## config.mk

```make
export PLATFORM = sky130hd
export DESIGN_NAME = exe_accel_dispatch
export DESIGN_NICKNAME = d
export VERILOG_FILES = /design/src/rtl/exe_accel_dispatch.sv
export SDC_FILE = /design/constraint.sdc
export NUM_CORES = 1
export LEC_CHECK = 0
export ABC_AREA = 1
export CAP_MARGIN = 10
export CORE_ASPECT_RATIO = 1.5
export CORE_MARGIN = 5
export CORE_UTILIZATION = 44
export CTS_CLUSTER_SIZE = 40
export DETAILED_ROUTE_END_ITERATION = 10
export PLACE_DENSITY = 0.82
export SYNTH_ARGS = -nofsm -noshare
export SYNTH_HDL_FRONTEND = slang
export SYNTH_SLANG_ARGS = --single-unit
```

## constraint.sdc

```tcl
create_clock -name clk -period 2.1 [get_ports clk]
set_clock_uncertainty 0.1 [all_clocks]
set_input_delay 0.63 -clock clk [delete_from_list [all_inputs] [get_ports clk]]
set_output_delay 0.63 -clock clk [all_outputs]
set_load 0.1 [all_outputs]
```

## src/rtl/exe_accel_dispatch.sv

```systemverilog
// ----------------------------------------------------------------------------
// exe_accel_dispatch
//
// Execute-stage dispatcher for the NTT, PWAM and Keccak accelerators. Accepts
// one start request from the ID/EXE register, sends a one-cycle go pulse to the
// chosen engine, stalls the pipeline until that engine's done (or a timeout),
// then releases the pipeline with a one-cycle job_done pulse.
//
// Parameters
//   DATA_BITS : width of the job argument
//   TIMEOUT   : maximum WAIT cycles per job (2..65535)
//
// Ports
//   clk                      : clock, rising edge
//   rst                      : synchronous active-low reset
//   ID_EXE_*_start           : start requests (priority NTT > PWAM > Keccak)
//   ID_EXE_counter           : job argument, captured at accept
//   ntt/pwam/keccak_done     : engine completion inputs
//   err_clr                  : clears sticky error flags
//   ntt/pwam/keccak_go       : one-cycle engine start pulses
//   accel_arg, accel_sel     : latched job argument / engine code
//   accel_stall, accel_busy  : pipeline stall / block busy
//   job_done                 : one-cycle completion pulse
//   busy_cycles              : WAIT cycles taken by the last job
//   err_multi, err_timeout   : sticky error flags
// ----------------------------------------------------------------------------
module exe_accel_dispatch #(
    parameter int unsigned DATA_BITS = 64,
    parameter int unsigned TIMEOUT   = 4096
) (
    input  logic                 clk,
    input  logic                 rst,
    input  logic                 ID_EXE_ntt_start,
    input  logic                 ID_EXE_pwam_start,
    input  logic                 ID_EXE_keccak_start,
    input  logic [DATA_BITS-1:0] ID_EXE_counter,
    input  logic                 ntt_done,
    input  logic                 pwam_done,
    input  logic                 keccak_done,
    input  logic                 err_clr,
    output logic                 ntt_go,
    output logic                 pwam_go,
    output logic                 keccak_go,
    output logic [DATA_BITS-1:0] accel_arg,
    output logic [1:0]           accel_sel,
    output logic                 accel_stall,
    output logic                 accel_busy,
    output logic                 job_done,
    output logic [15:0]          busy_cycles,
    output logic                 err_multi,
    output logic                 err_timeout
);

    typedef enum logic [1:0] {
        S_IDLE  = 2'd0,
        S_ISSUE = 2'd1,
        S_WAIT  = 2'd2,
        S_DRAIN = 2'd3
    } state_t;

    localparam logic [15:0] LP_CNT_LAST = 16'(TIMEOUT - 1);
    localparam logic [15:0] LP_CNT_MAX  = 16'(TIMEOUT);

    localparam logic [1:0] SEL_NTT    = 2'b01;
    localparam logic [1:0] SEL_PWAM   = 2'b10;
    localparam logic [1:0] SEL_KECCAK = 2'b11;

    state_t               r_state;
    state_t               w_state_nxt;

    logic [DATA_BITS-1:0] r_arg,         w_arg_nxt;
    logic [1:0]           r_sel,         w_sel_nxt;
    logic [15:0]          r_busy_cycles, w_busy_cycles_nxt;
    logic [15:0]          r_count,       w_count_nxt;
    logic [2:0]           r_go,          w_go_nxt;       // {ntt, pwam, keccak}
    logic                 r_job_done,    w_job_done_nxt;
    logic                 r_err_multi,   w_err_multi_nxt;
    logic                 r_err_timeout, w_err_timeout_nxt;

    logic                 w_any_start;
    logic                 w_multi_start;
    logic                 w_sel_done;
    logic                 w_set_multi;
    logic                 w_set_timeout;

    assign w_any_start   = ID_EXE_ntt_start | ID_EXE_pwam_start | ID_EXE_keccak_start;
    assign w_multi_start = (ID_EXE_ntt_start  & ID_EXE_pwam_start)   |
                           (ID_EXE_ntt_start  & ID_EXE_keccak_start) |
                           (ID_EXE_pwam_start & ID_EXE_keccak_start);

    // Only the latched engine's done is ever observed.
    always_comb begin
        w_sel_done = 1'b0;
        case (r_sel)
            SEL_NTT:    w_sel_done = ntt_done;
            SEL_PWAM:   w_sel_done = pwam_done;
            SEL_KECCAK: w_sel_done = keccak_done;
            default:    w_sel_done = 1'b0;
        endcase
    end

    always_comb begin
        w_state_nxt       = r_state;
        w_arg_nxt         = r_arg;
        w_sel_nxt         = r_sel;
        w_busy_cycles_nxt = r_busy_cycles;
        w_count_nxt       = r_count;
        w_go_nxt          = 3'b000;
        w_job_done_nxt    = 1'b0;
        w_set_multi       = 1'b0;
        w_set_timeout     = 1'b0;

        case (r_state)
            S_IDLE: begin
                if (w_any_start) begin
                    w_state_nxt = S_ISSUE;
                    w_arg_nxt   = ID_EXE_counter;
                    w_set_multi = w_multi_start;
                    // go is registered here so it is high exactly during ISSUE.
                    if (ID_EXE_ntt_start) begin
                        w_sel_nxt = SEL_NTT;
                        w_go_nxt  = 3'b100;
                    end else if (ID_EXE_pwam_start) begin
                        w_sel_nxt = SEL_PWAM;
                        w_go_nxt  = 3'b010;
                    end else begin
                        w_sel_nxt = SEL_KECCAK;
                        w_go_nxt  = 3'b001;
                    end
                end
            end
            S_ISSUE: begin
                w_count_nxt = '0;
                w_state_nxt = S_WAIT;
            end
            S_WAIT: begin
                // done takes precedence over the timeout in the same cycle.
                if (w_sel_done) begin
                    w_busy_cycles_nxt = r_count + 16'd1;
                    w_job_done_nxt    = 1'b1;
                    w_state_nxt       = S_DRAIN;
                end else if (r_count == LP_CNT_LAST) begin
                    w_busy_cycles_nxt = LP_CNT_MAX;
                    w_set_timeout     = 1'b1;
                    w_job_done_nxt    = 1'b1;
                    w_state_nxt       = S_DRAIN;
                end else begin
                    w_count_nxt = r_count + 16'd1;
                end
            end
            S_DRAIN: begin
                w_state_nxt = S_IDLE;
            end
            default: begin
                w_state_nxt = S_IDLE;
            end
        endcase

        // A set event in the same cycle as err_clr wins.
        w_err_multi_nxt   = w_set_multi   | (r_err_multi   & ~err_clr);
        w_err_timeout_nxt = w_set_timeout | (r_err_timeout & ~err_clr);
    end

    always_ff @(posedge clk) begin
        if (!rst) begin
            r_state       <= S_IDLE;
            r_arg         <= '0;
            r_sel         <= '0;
            r_busy_cycles <= '0;
            r_count       <= '0;
            r_go          <= '0;
            r_job_done    <= 1'b0;
            r_err_multi   <= 1'b0;
            r_err_timeout <= 1'b0;
        end else begin
            r_state       <= w_state_nxt;
            r_arg         <= w_arg_nxt;
            r_sel         <= w_sel_nxt;
            r_busy_cycles <= w_busy_cycles_nxt;
            r_count       <= w_count_nxt;
            r_go          <= w_go_nxt;
            r_job_done    <= w_job_done_nxt;
            r_err_multi   <= w_err_multi_nxt;
            r_err_timeout <= w_err_timeout_nxt;
        end
    end

    assign ntt_go      = r_go[2];
    assign pwam_go     = r_go[1];
    assign keccak_go   = r_go[0];
    assign accel_arg   = r_arg;
    assign accel_sel   = r_sel;
    assign accel_busy  = (r_state != S_IDLE);
    assign accel_stall = (r_state != S_IDLE) | w_any_start;
    assign job_done    = r_job_done;
    assign busy_cycles = r_busy_cycles;
    assign err_multi   = r_err_multi;
    assign err_timeout = r_err_timeout;

endmodule

```

==> flow_metrics.py <==
metrics = {
    "drt": {
        "wl_um": 14290,
        "routed-via-count": 4515,
        "viasPerCell": 5.293,
        "drc_errors": 0,
        "final_antenna_net_count": 0,
        "dr.pass1.iters": 5,
        "wl_per_cell_um": 16.76,
        "drtIter0Drc": 253,
    },
    "sta": {
        "maxSlewHeadroom": 0.6310,
        "totalNegativeSetupSlack_ns": 0,
        "worst_pin_slew_ns": 0.5521,
        "min_period_ns": 2.085,
        "hold_viol_final": 0,
        "holdWs_ns": 0.3994,
        "report.final.slew_viol_count": 0,
        "layout_setup_ws_ns": 0.01531,
        "min_period_over_period": 0.9927,
        "clock.fmax_mhz": 479.7,
        "setup_violations": 0,
        "rsz0062_at_grt": "yes",
    },
    "synth": {
        "synthTopCellsByArea": "dfxtp_1 (50%), nor2_1 (13%), nand2_1 (8.1%), o21ai_0 (7.7%), a21oi_1 (3.9%)",
        "syn_area_um2": 4278,
        "synth_nets": 650,
        "synth_top_family_by_area": "simple AND/OR/NAND/NOR gates",
        "synth_seq_cells": 106,
        "ys_warn_count": 0,
        "seq_area_frac_synth": 0.4961,
        "synth-edff-count": 0,
        "yosysTopAreaCellShare": 0.4961,
        "synth_compound_area_frac": 0.1272,
        "synth-simple-area-share": 0.2899,
        "synth_top_cell_by_area": "dfxtp_1",
        "synth.distinct_cells": 28,
        "synth-xor-area-share": 0.01433,
        "synth_common_cells": "nor2_1 (152), dfxtp_1 (106), nand2_1 (92), o21ai_0 (66), a21oi_1 (33)",
        "yosysMostFrequentCell": "nor2_1",
        "dominantRegCellSynth": "dfxtp_1",
        "synth_fa_ha_area_frac": 0.01404,
        "synth.avg_cell_area_um2": 7.466,
        "postSynthCellCount": 573,
        "yosys-mux-area-fraction": 0,
        "async_reset_ff_frac": 0,
    },
    "final_layout": {
        "final_cells": 853,
        "area_growth_pct": 71.34,
        "fin_nets": 812,
        "drive_above_1_share": 0.2100,
        "final_area_um2": 7330,
        "n_antenna_cell": 0,
    },
    "die": {
        "die_w_um": 90.51,
        "die_y_um": 130.8,
        "core_um2": 9579,
        "initial_core_util": 0.4466,
        "row_count": 44,
        "dieArea_um2": 11840,
        "pin_count": 163,
    },
    "clock_tree": {
        "cts_buffers": 9,
        "clk_latency_ns": 0.35,
        "cts_htree_levels": 3,
        "clock_path_buffers": 2,
        "clkSinkCount": 106,
        "cts_tree": "done",
        "root_buffer": "clkbuf_16",
        "clk_pin_slew_ns": 0.06,
    },
    "worst_setup_path": {
        "cp-startpoint": "ID_EXE_pwam_start",
        "end_kind": "output port",
        "cp-start-kind": "input port",
        "path_class": "in -> out",
        "slowest_delay_ns": 0.24,
        "cp.required_ns": 1.37,
        "cp.arrival_ns": 1.35,
        "cp_max_fo": 2,
        "reg2reg_slack_ns": 0.22,
        "reg2reg_from": "r_state[0]",
        "crit_chain": "clkdlybuf4s15_1, nor3_4, nand2_2, buf_12",
        "r2r.worst_path.cells": 6,
        "slowest_stage": "clkdlybuf4s15_1",
        "r2r-end": "r_count[9]",
    },
    "placed_design": {
        "place.gp.congestion": 0.8536,
        "place_area_um2": 6979,
        "placed_cells": 837,
        "pre_cts_ws_ns": -0.4421,
        "dp_hpwl_um": 10410,
        "portBuffers": 162,
    },
    "power_and_ir_drop": {
        "seq_power_share": 0.244,
        "p_leak_nw": 2.958,
        "ir_drop_mv": 1.312,
        "p_switching_mw": 6.673,
        "pwr_density_cell_nw_per_um2": 1766,
        "switching_share": 0.5154,
        "p_int_mw": 6.274,
        "comb_power_share": 0.615,
        "p_clk_frac": 0.140,
    },
    "hold_path": {
        "hold_depth": 2,
        "hp-class": "reg -> reg",
        "hp-start": "busy_cycles[2]",
        "holdPathEnd": "busy_cycles[2]",
    },
    "grt": {
        "antenna_found_initial": 0,
        "grt.overflow.total": 0,
        "grt_pass1_vias": 4719,
        "grt_max_degree": 66,
        "grt_use_total": 0.2433,
        "grt_pass1_wl_um": 23220,
    },
    "outcome": {
        "outcome": "finished clean",
    },
    "flow_run": {
        "cap_violations": 0,
    },
}
-- state kept, by name, summed over array words and instances, names as in the netlist --
signal and count:
r_count 16, r_state 2, busy_cycles 16, accel_sel 2, accel_arg 64, r_go 3, err_timeout 1, job_done 1
err_multi 1
-- worst max-delay path by stage --
stage,to,depth (start not counted)
6_report,accel_stall,4
5_1_grt,accel_busy,4
4_1_cts,accel_stall,4
3_5_place_dp,accel_stall,4
3_3_place_gp,accel_stall,4
2_1_floorplan,accel_arg[55],9
-- critical path, delay by kind of cell --
kind | cells | cell delay [ns]
AND/OR/NAND/NOR | 2 | 0.30
buffers and inverters | 2 | 0.42
-- cells by family after synthesis --
| kind of cell | after synthesis |
|---|---|
| AND/OR/NAND/NOR | 296 |
| flip-flops | 106 |
| AO/OA/AOI/OAI | 105 |
| buffers and inverters | 54 |
| XOR/XNOR | 7 |
| adder cells (fa/ha/maj) | 5 |
-- final cells by class --
type / instances / area [um2]
flip-flops and latches: 106 / 2122
clock inverters: 4 / 76.32
inverters: 25 / 97.59
well taps: 115 / 143.9
repair buffers: 180 / 2711
multi-input cells: 413 / 1939
fillers: 569 / 2250
clock buffers: 10 / 239.0
-- routing by layer --
layer,vias to the layer above,global-route usage,wire length [um]
met5,-,0,0
met4,0,0.09904,350
met3,31,0.1042,1489
met2,189,0.4489,7560
met1,2138,0.2382,4893
li1,2157,-,-
-- cells in the final DEF, fill, tap and decap left out --
cell type	netlist	routed
clkdlybuf4s15_2	0	1
inv_6	0	1
nand3b_1	2	2
ha_1	4	3
nor2_1	152	151
nand3_1	28	28
buf_12	0	95
nand2_4	1	1
maj3_1	1	1
clkbuf_2	0	1
clkinvlp_4	0	2
nor2_2	3	3
nand3_2	4	4
bufinv_16	0	2
buf_4	2	13
o21ai_1	1	1
xnor2_1	4	4
dfxtp_1	106	106
inv_1	21	19
clkdlybuf4s15_1	0	1
inv_2	4	5
buf_2	11	1
ha_4	0	1
o21ai_0	66	66
nor3_1	3	2
nor3_4	0	1
nand4_1	4	4
nor2_4	3	4
a21oi_1	33	33
nand2_1	92	91
a21oi_2	5	5
clkbuf_8	0	1
clkbuf_16	0	9
nand2_2	4	5
clkdlybuf4s50_1	0	68
xor2_1	3	3
-- timing repair --
item                       in CTS  in global routing
setup endpoints to repair       2                  2
hold buffers                    0                  0
cloned                          0                  0
pin swaps                       2                  2
resized for setup              11                  2
setup buffers                   1                  1
-- power by group through the flow --
stage	clock network [mW]	registers, mW	logic (mW)
CTS	1.83	3.15	7.99
detailed placement	0	3.18	7.94
global route	1.91	3.22	8.27
finish	1.82	3.16	7.97
global placement	0	3.14	7.83
floorplan	0	6.64	1.29
-- through the flow --
| step | util | total power [mW] |
|---|---|---|
| floorplan | - | 7.937 |
| global placement | 0.7286 | 10.97 |
| detailed placement | 0.7286 | 11.12 |
| CTS | 0.7649 | 12.97 |
| global route | 0.7652 | 13.40 |
| finish | 0.7652 | 12.95 |
No activity file was read; power rests on OpenSTA's default activity.
